### src/rtl/io_read_sequencer.sv
// io_read_sequencer: stalls an IORead until a debounced confirm press/release, then completes it with the switch value captured on the press
module io_read_sequencer #(
  parameter int DEBOUNCE_CYCLES = 500000,
  parameter int CNT_WIDTH = 20,
  parameter int SW_WIDTH = 16
) (
  input  logic                clock,
  input  logic                rst,
  input  logic                io_read_req,
  input  logic                confirm_button,
  input  logic [SW_WIDTH-1:0] switches,
  output logic                stall,
  output logic [SW_WIDTH-1:0] io_rdata,
  output logic                io_valid,
  output logic                busy
);
  typedef enum logic [1:0] {IDLE, WAIT_PRESS, WAIT_RELEASE, DONE} state_t;
  localparam logic [CNT_WIDTH-1:0] LAST = CNT_WIDTH'(DEBOUNCE_CYCLES - 1);
  state_t state, next_state;
  logic s1, s2, btn_stable, btn_stable_d, press_evt, release_evt, capture;
  logic [CNT_WIDTH-1:0] counter;
  // Synchronize the button, then accept a new level only after it stays put for DEBOUNCE_CYCLES
  always_ff @(posedge clock) begin
    if (rst) begin
      s1 <= 1'b0;
      s2 <= 1'b0;
      btn_stable <= 1'b0;
      btn_stable_d <= 1'b0;
      counter <= '0;
    end else begin
      s1 <= confirm_button;
      s2 <= s1;
      btn_stable_d <= btn_stable;
      if (s2 == btn_stable) counter <= '0;
      else if (counter == LAST) begin
        btn_stable <= s2;
        counter <= '0;
      end else counter <= counter + CNT_WIDTH'(1);
    end
  end
  assign press_evt = btn_stable & ~btn_stable_d;
  assign release_evt = ~btn_stable & btn_stable_d;
  // State register plus switch capture; io_rdata survives an aborted request but not a reset
  always_ff @(posedge clock) begin
    if (rst) begin
      state <= IDLE;
      io_rdata <= '0;
    end else begin
      state <= next_state;
      if (capture) io_rdata <= switches;
    end
  end
  // Next state: a press is required in WAIT_PRESS, so a button held on entry is ignored
  always_comb begin
    next_state = state;
    capture = 1'b0;
    case (state)
      IDLE: next_state = io_read_req ? WAIT_PRESS : IDLE;
      WAIT_PRESS: begin
        capture = io_read_req & press_evt;
        next_state = !io_read_req ? IDLE : press_evt ? WAIT_RELEASE : WAIT_PRESS;
      end
      WAIT_RELEASE: next_state = !io_read_req ? IDLE : release_evt ? DONE : WAIT_RELEASE;
      default: next_state = IDLE;
    endcase
  end
  assign stall = io_read_req & ~rst & (state != DONE);
  assign io_valid = state == DONE;
  assign busy = state != IDLE;
endmodule

### config.mk
export PLATFORM = sky130hd
export DESIGN_NAME = io_read_sequencer
export DESIGN_NICKNAME = d
export VERILOG_FILES = /design/src/rtl/io_read_sequencer.sv
export SDC_FILE = /design/constraint.sdc
export NUM_CORES = 1
export LEC_CHECK = 0
export CORE_ASPECT_RATIO = 1.25
export CORE_MARGIN = 5
export CORE_UTILIZATION = 49
export CTS_CLUSTER_DIAMETER = 100
export DETAILED_ROUTE_END_ITERATION = 8
export PLACE_DENSITY = 0.76
export SKIP_CTS_REPAIR_TIMING = 1
export SLEW_MARGIN = 10
export SYNTH_ARGS = -nofsm -noshare
export SYNTH_HDL_FRONTEND = slang
export SYNTH_SLANG_ARGS = --single-unit
export TNS_END_PERCENT = 20
### constraint.sdc
create_clock -name clock -period 2 [get_ports clock]
set_input_delay 0.4 -clock clock [delete_from_list [all_inputs] [get_ports clock]]
set_output_delay 0.4 -clock clock [all_outputs]
set_load 0.02 [all_outputs]
== After elaboration in Yosys (flattened, before gate mapping) ==
Index checks and enable logic that the tools add are counted.
Widths: inputs -> output; s select.

* Output and inout bits: 19
* Register bits after elaboration: 42
* Input bits: 20
* Logic and storage cells: 34

* Muxes and demuxes: 7
* $add $sub $neg: 1
* Equal/unequal tests: 6
* Bitwise gates (word level): 9
* Reduce and logical (&&, ||, !) cells: 4

{| class="wikitable"
|+ Operator list
! kind !! count
|-
| $add 20x1->20 const B || 1
|-
| $eq 20x19->1 const B || 1
|-
| $mux 2 || 3
|-
| $pmux 2 s3 || 1
|-
| $and 1x1->1 || 5
|-
| $eq 2x2->1 const B || 2
|-
| $not 1->1 || 4
|-
| $mux 1 || 3
|-
| $reduce_or 3->1 || 1
|-
| $eq 2x1->1 const B || 1
|-
| $logic_not 2->1 || 1
|-
| $ne 2x2->1 const B || 1
|-
| $reduce_and 2->1 || 1
|-
| $reduce_bool 2->1 || 1
|-
| $eq 1x1->1 || 1
|}

== Logic depth before layout (Yosys ltp) ==
Gate-level depths: netlist of run 1.

* Depth in word-level cells: 5
* Gate-level depth with buffers: 6
* Gate-level depth less buffers: 5

== Worst setup path before layout of run 1 ==
Ideal clock, no wire load.

* Path type: register to register
* Start point: reg counter[11]
* End point: reg btn_stable
* Data required time: 1.879 ns
* Cell stages (with the launch flop): 5
* Buffers on the path: 0
* Arrival time: 1.669 ns
* Period minus slack after synthesis: 1.790 ns
* Slack: 0.210 ns
* Setup time: 0.121 ns
* Cells stage by stage: dfxtp_1 -> or4_1 -> or3_4 -> nor2_1 -> mux2_2

* Cells in the longest elaborated chain, start to end: 2

{| class="wikitable"
|+ RTL lines
! what !! line !! RTL
|-
| start, declared || 21 || <nowiki>logic [CNT_WIDTH-1:0] counter;</nowiki>
|-
| start signal, assigned || 38 || <nowiki>end else counter <= counter + CNT_WIDTH'(1);</nowiki>
|-
| $eq 20x19->1 || 35 || <nowiki>else if (counter == LAST) begin</nowiki>
|-
| $reduce_and 2->1 (no source line) || - ||
|-
| end signal, assigned || 27 || <nowiki>btn_stable <= 1'b0;</nowiki>
|-
| end signal, assigned || 36 || <nowiki>btn_stable <= s2;</nowiki>
|-
| end, declared || 20 || <nowiki>logic s1, s2, btn_stable, btn_stable_d, press_evt, release_evt, capture;</nowiki>
|}

Every way passes these cells.
A chain may end at the register's enable or synchronous reset.

== Worst setup path after layout of run 1 ==
* Start point: reg state[1]
* End point: out busy

* Cells in the longest elaborated chain, start to end: 1

{| class="wikitable"
|+ RTL lines
! what !! line !! RTL
|-
| start, declared || 19 || <nowiki>state_t state, next_state;</nowiki>
|-
| start signal, assigned || 49 || <nowiki>state <= next_state;</nowiki>
|-
| $reduce_bool 2->1 || 69 || <nowiki>assign busy = state != IDLE;</nowiki>
|-
| end, declared || 15 || <nowiki>output logic busy</nowiki>
|}

Every way passes these cells.

==> results of run 1 <==
-- report_power, final --
part           internal (mW)  leakage (nW)  switching (mW)
clock network          0.278        0.0482           0.271
logic                 0.0451         0.406          0.0232
registers              0.839         0.339         0.00190
-- placed cells by master (no fill, tap or decap), drive strengths merged, types with 2 or more instances in the layout --
cell type,instances
or4,3
buf,12
a21oi,24
inv,2
nor4,2
xnor2,6
or3,8
o21ai,6
clkdlybuf4s50,36
xor2,7
dfxtp,42
and2,2
nand2,38
nor2b,5
nand2b,2
clkbuf,7
nand3,9
and4,2
nor2,21
nand4,6
dlymetal6s2s,2
-- per-layer routing --
layer	GRT usage, %	vias to the layer above	routed length, um	share of wire (%)
li1	-	784	-	-
met1	18.3	684	1550	41
met2	26.5	45	1790	48
met3	7.82	7	355	9.5
met4	6.16	0	54	1.4
met5	0	-	0	0
-- synthesized netlist by cell type (2+ instances only) --
library cell / instances / area share, %
dfxtp_1: 42 / 49
nand2_1: 38 / 8.3
a21oi_1: 24 / 7.0
nor2_1: 21 / 4.6
nand3_1: 9 / 2.6
xor2_1: 7 / 3.6
nand4_1: 6 / 2.2
o21ai_0: 6 / 1.8
or3_1: 6 / 2.2
xnor2_1: 6 / 3.1
clkbuf_1: 5 / 1.1
nor2b_1: 5 / 1.8
and2_1: 2 / 0.73
and4_1: 2 / 1.0
inv_1: 2 / 0.44
nand2b_1: 2 / 0.73
nor4_1: 2 / 0.73
or4_1: 2 / 0.88
-- registers in the layout, summed over array words and instances (netlist names) --
register	cells
state	2
s2	1
io_rdata	16
s1	1
counter	20
btn_stable	1
btn_stable_d	1
-- cell type report --
cell class | count | area (um2)
clock buffer | 7 | 86.3
sequential | 42 | 841
multi-input combinational | 151 | 835
fill | 304 | 1120
inverter | 2 | 7.51
clock inverter | 1 | 5.00
tap | 39 | 48.8
timing repair buffer | 50 | 475
-- worst reg2reg max path: stages, from the launching register on --
cell and delay, ns:
dfxtp_1 0.39, ha_1 0.19, nand4_1 0.16, or4_1 0.59, or3_1 0.33, a21oi_1 0.14
-- through the flow --
stage	cells	hold WS, ns	TNS, ns	total power [mW]	setup slack (ns)
3_5_place_dp	284	0.422	-0.0803	0.929	-0.0803
4_1_cts	292	0.440	-0.0847	1.48	-0.0847
5_1_grt	292	0.464	0	1.52	0.0266
3_3_place_gp	284	0.420	-0.0705	0.928	-0.0705
2_1_floorplan	201	0.414	0	0.880	0.210
6_report	292	0.436	0	1.46	0.112
-- cell families after synthesis --
logic type,count (synthesis)
flops,42
compound gates,31
simple gates,105
xor+xnor,13
buf+inv,8
fa+ha+maj,1
mux,1
-- worst min path at each step --
stage | from | end | cells after the start
after floorplan | s1 | s2 | 1
after detailed placement | s1 | s2 | 1
after CTS | s1 | s2 | 1
after global placement | s1 | s2 | 1
after global routing | s1 | s2 | 1
final | s1 | s2 | 1
==> results_dict.tcl, run 1 <==
set metrics [dict create \
    grt_usage_pct 16.4 \
    start_util_pct 50.0 \
    crit_family "buffers and inverters" \
    cp_max_fo 7 \
    period_share_pct 94.4 \
    crit_path_end_kind "primary output" \
    synth_compound_area_share_pct 9.86 \
    cts_buffers 5 \
    r2r_slack_ns 0.13 \
    antenna_found_initial 0 \
    leakagePower_nw 0.793 \
    n_antenna_cell 0 \
    worstPathCellList "or2_2, clkdlybuf4s50_1" \
    ir_drop_mv 0.475 \
    clk_latency_ns 0.29 \
    power_density_nw_per_um2 634 \
    final_area_um2 2300 \
    cts_max_level 2 \
    layout-drive-gt1-share_pct 10.3 \
    synth_seq_area_share_pct 49.1 \
    cpPeakStageDelay_ns 0.56 \
    drc 0 \
    ant_nets 0 \
    rows 24 \
    synth_nets 222 \
    rr_endpoint "counter[16]" \
    synth_adder_area_share_pct 0.730 \
    skew_ns 0.00380 \
    layout.nets 273 \
    crit_start "state[1]" \
    grt-ovfl-total 0 \
    yosysUniqueCellTypes 32 \
    die-height_um 76.1 \
    worstSetupEndpoint "busy" \
    wl_per_cell_um 12.8 \
    placed_area_um2 2200 \
    vias 1520 \
    synth_edf_count 0 \
    async_flop_share_pct 0 \
    crit_required_ns 1.60 \
    start_kind "flop" \
    clock_tree.root_cell "clkbuf_8" \
    synth_area_um2 1710 \
    cts_tree "built" \
    grt_max_degree 23 \
    critPathArrivalTime_ns 1.49 \
    firstDrtPassIters 4 \
    numPortBuffers 38 \
    post_synth.cell_area_avg_um2 8.52 \
    pin_count 39 \
    cts_buffer_depth 2 \
    status "finished, final reports clean" \
    wirelength_mm 3.75 \
    drt_iter0_drc 159 \
    core-area_um2 3420 \
    setup_viol 0 \
    syn_to_final_growth_pct 34.2 \
    yosys.area_share.simple_pct 30.8 \
    crit_type "reg2out" \
    worst-path-buf-inv 1 \
    period_needed_ns 1.89 \
    hold_path_class "reg2reg" \
    cap_violations 0 \
    grt_pass1_wl_mm 6.49 \
    rr_startpoint "counter[1]" \
    slowest_stage "clkdlybuf4s50_1" \
    dominantRegCellSynth "dfxtp_1" \
    routed_via_density 5.21 \
    worst_slew_pin_slew_ns 0.446 \
    worst_r2r_path_depth 5 \
    worstSetupPathDepth 2 \
    final_util_pct 67.1 \
    cts.sinks 42 \
    die_x_um 62.9 \
    synth_xor_area_share_pct 6.65 \
    dp_hpwl_mm 2.75 \
    max_slew_margin_pct 70.2 \
    rsz0062_at_grt "no" \
    ys_warn_count 0 \
    grt_pass1_vias 1486 \
    fmax_mhz 530 \
    ys_ff_latch 42 \
    synthMuxAreaShare_pct 0.657 \
    place_congestion 0.879 \
    path_clk_slew_ns 0.07 \
    synth_top_family_by_area "simple AND/OR/NAND/NOR gates" \
    finalHoldViolCount 0 \
    slew_violations 0 \
    die_area_um2 4790 \
    netlist_instances 201 \
]
Power figures use the tool's default switching activity.
==> run 2, diff against run 1 <==
Settings changed: SLEW_MARGIN 10 to 20.
==> results of run 2 <==
Final layout, timing and power as in run 1 (identical DEF).
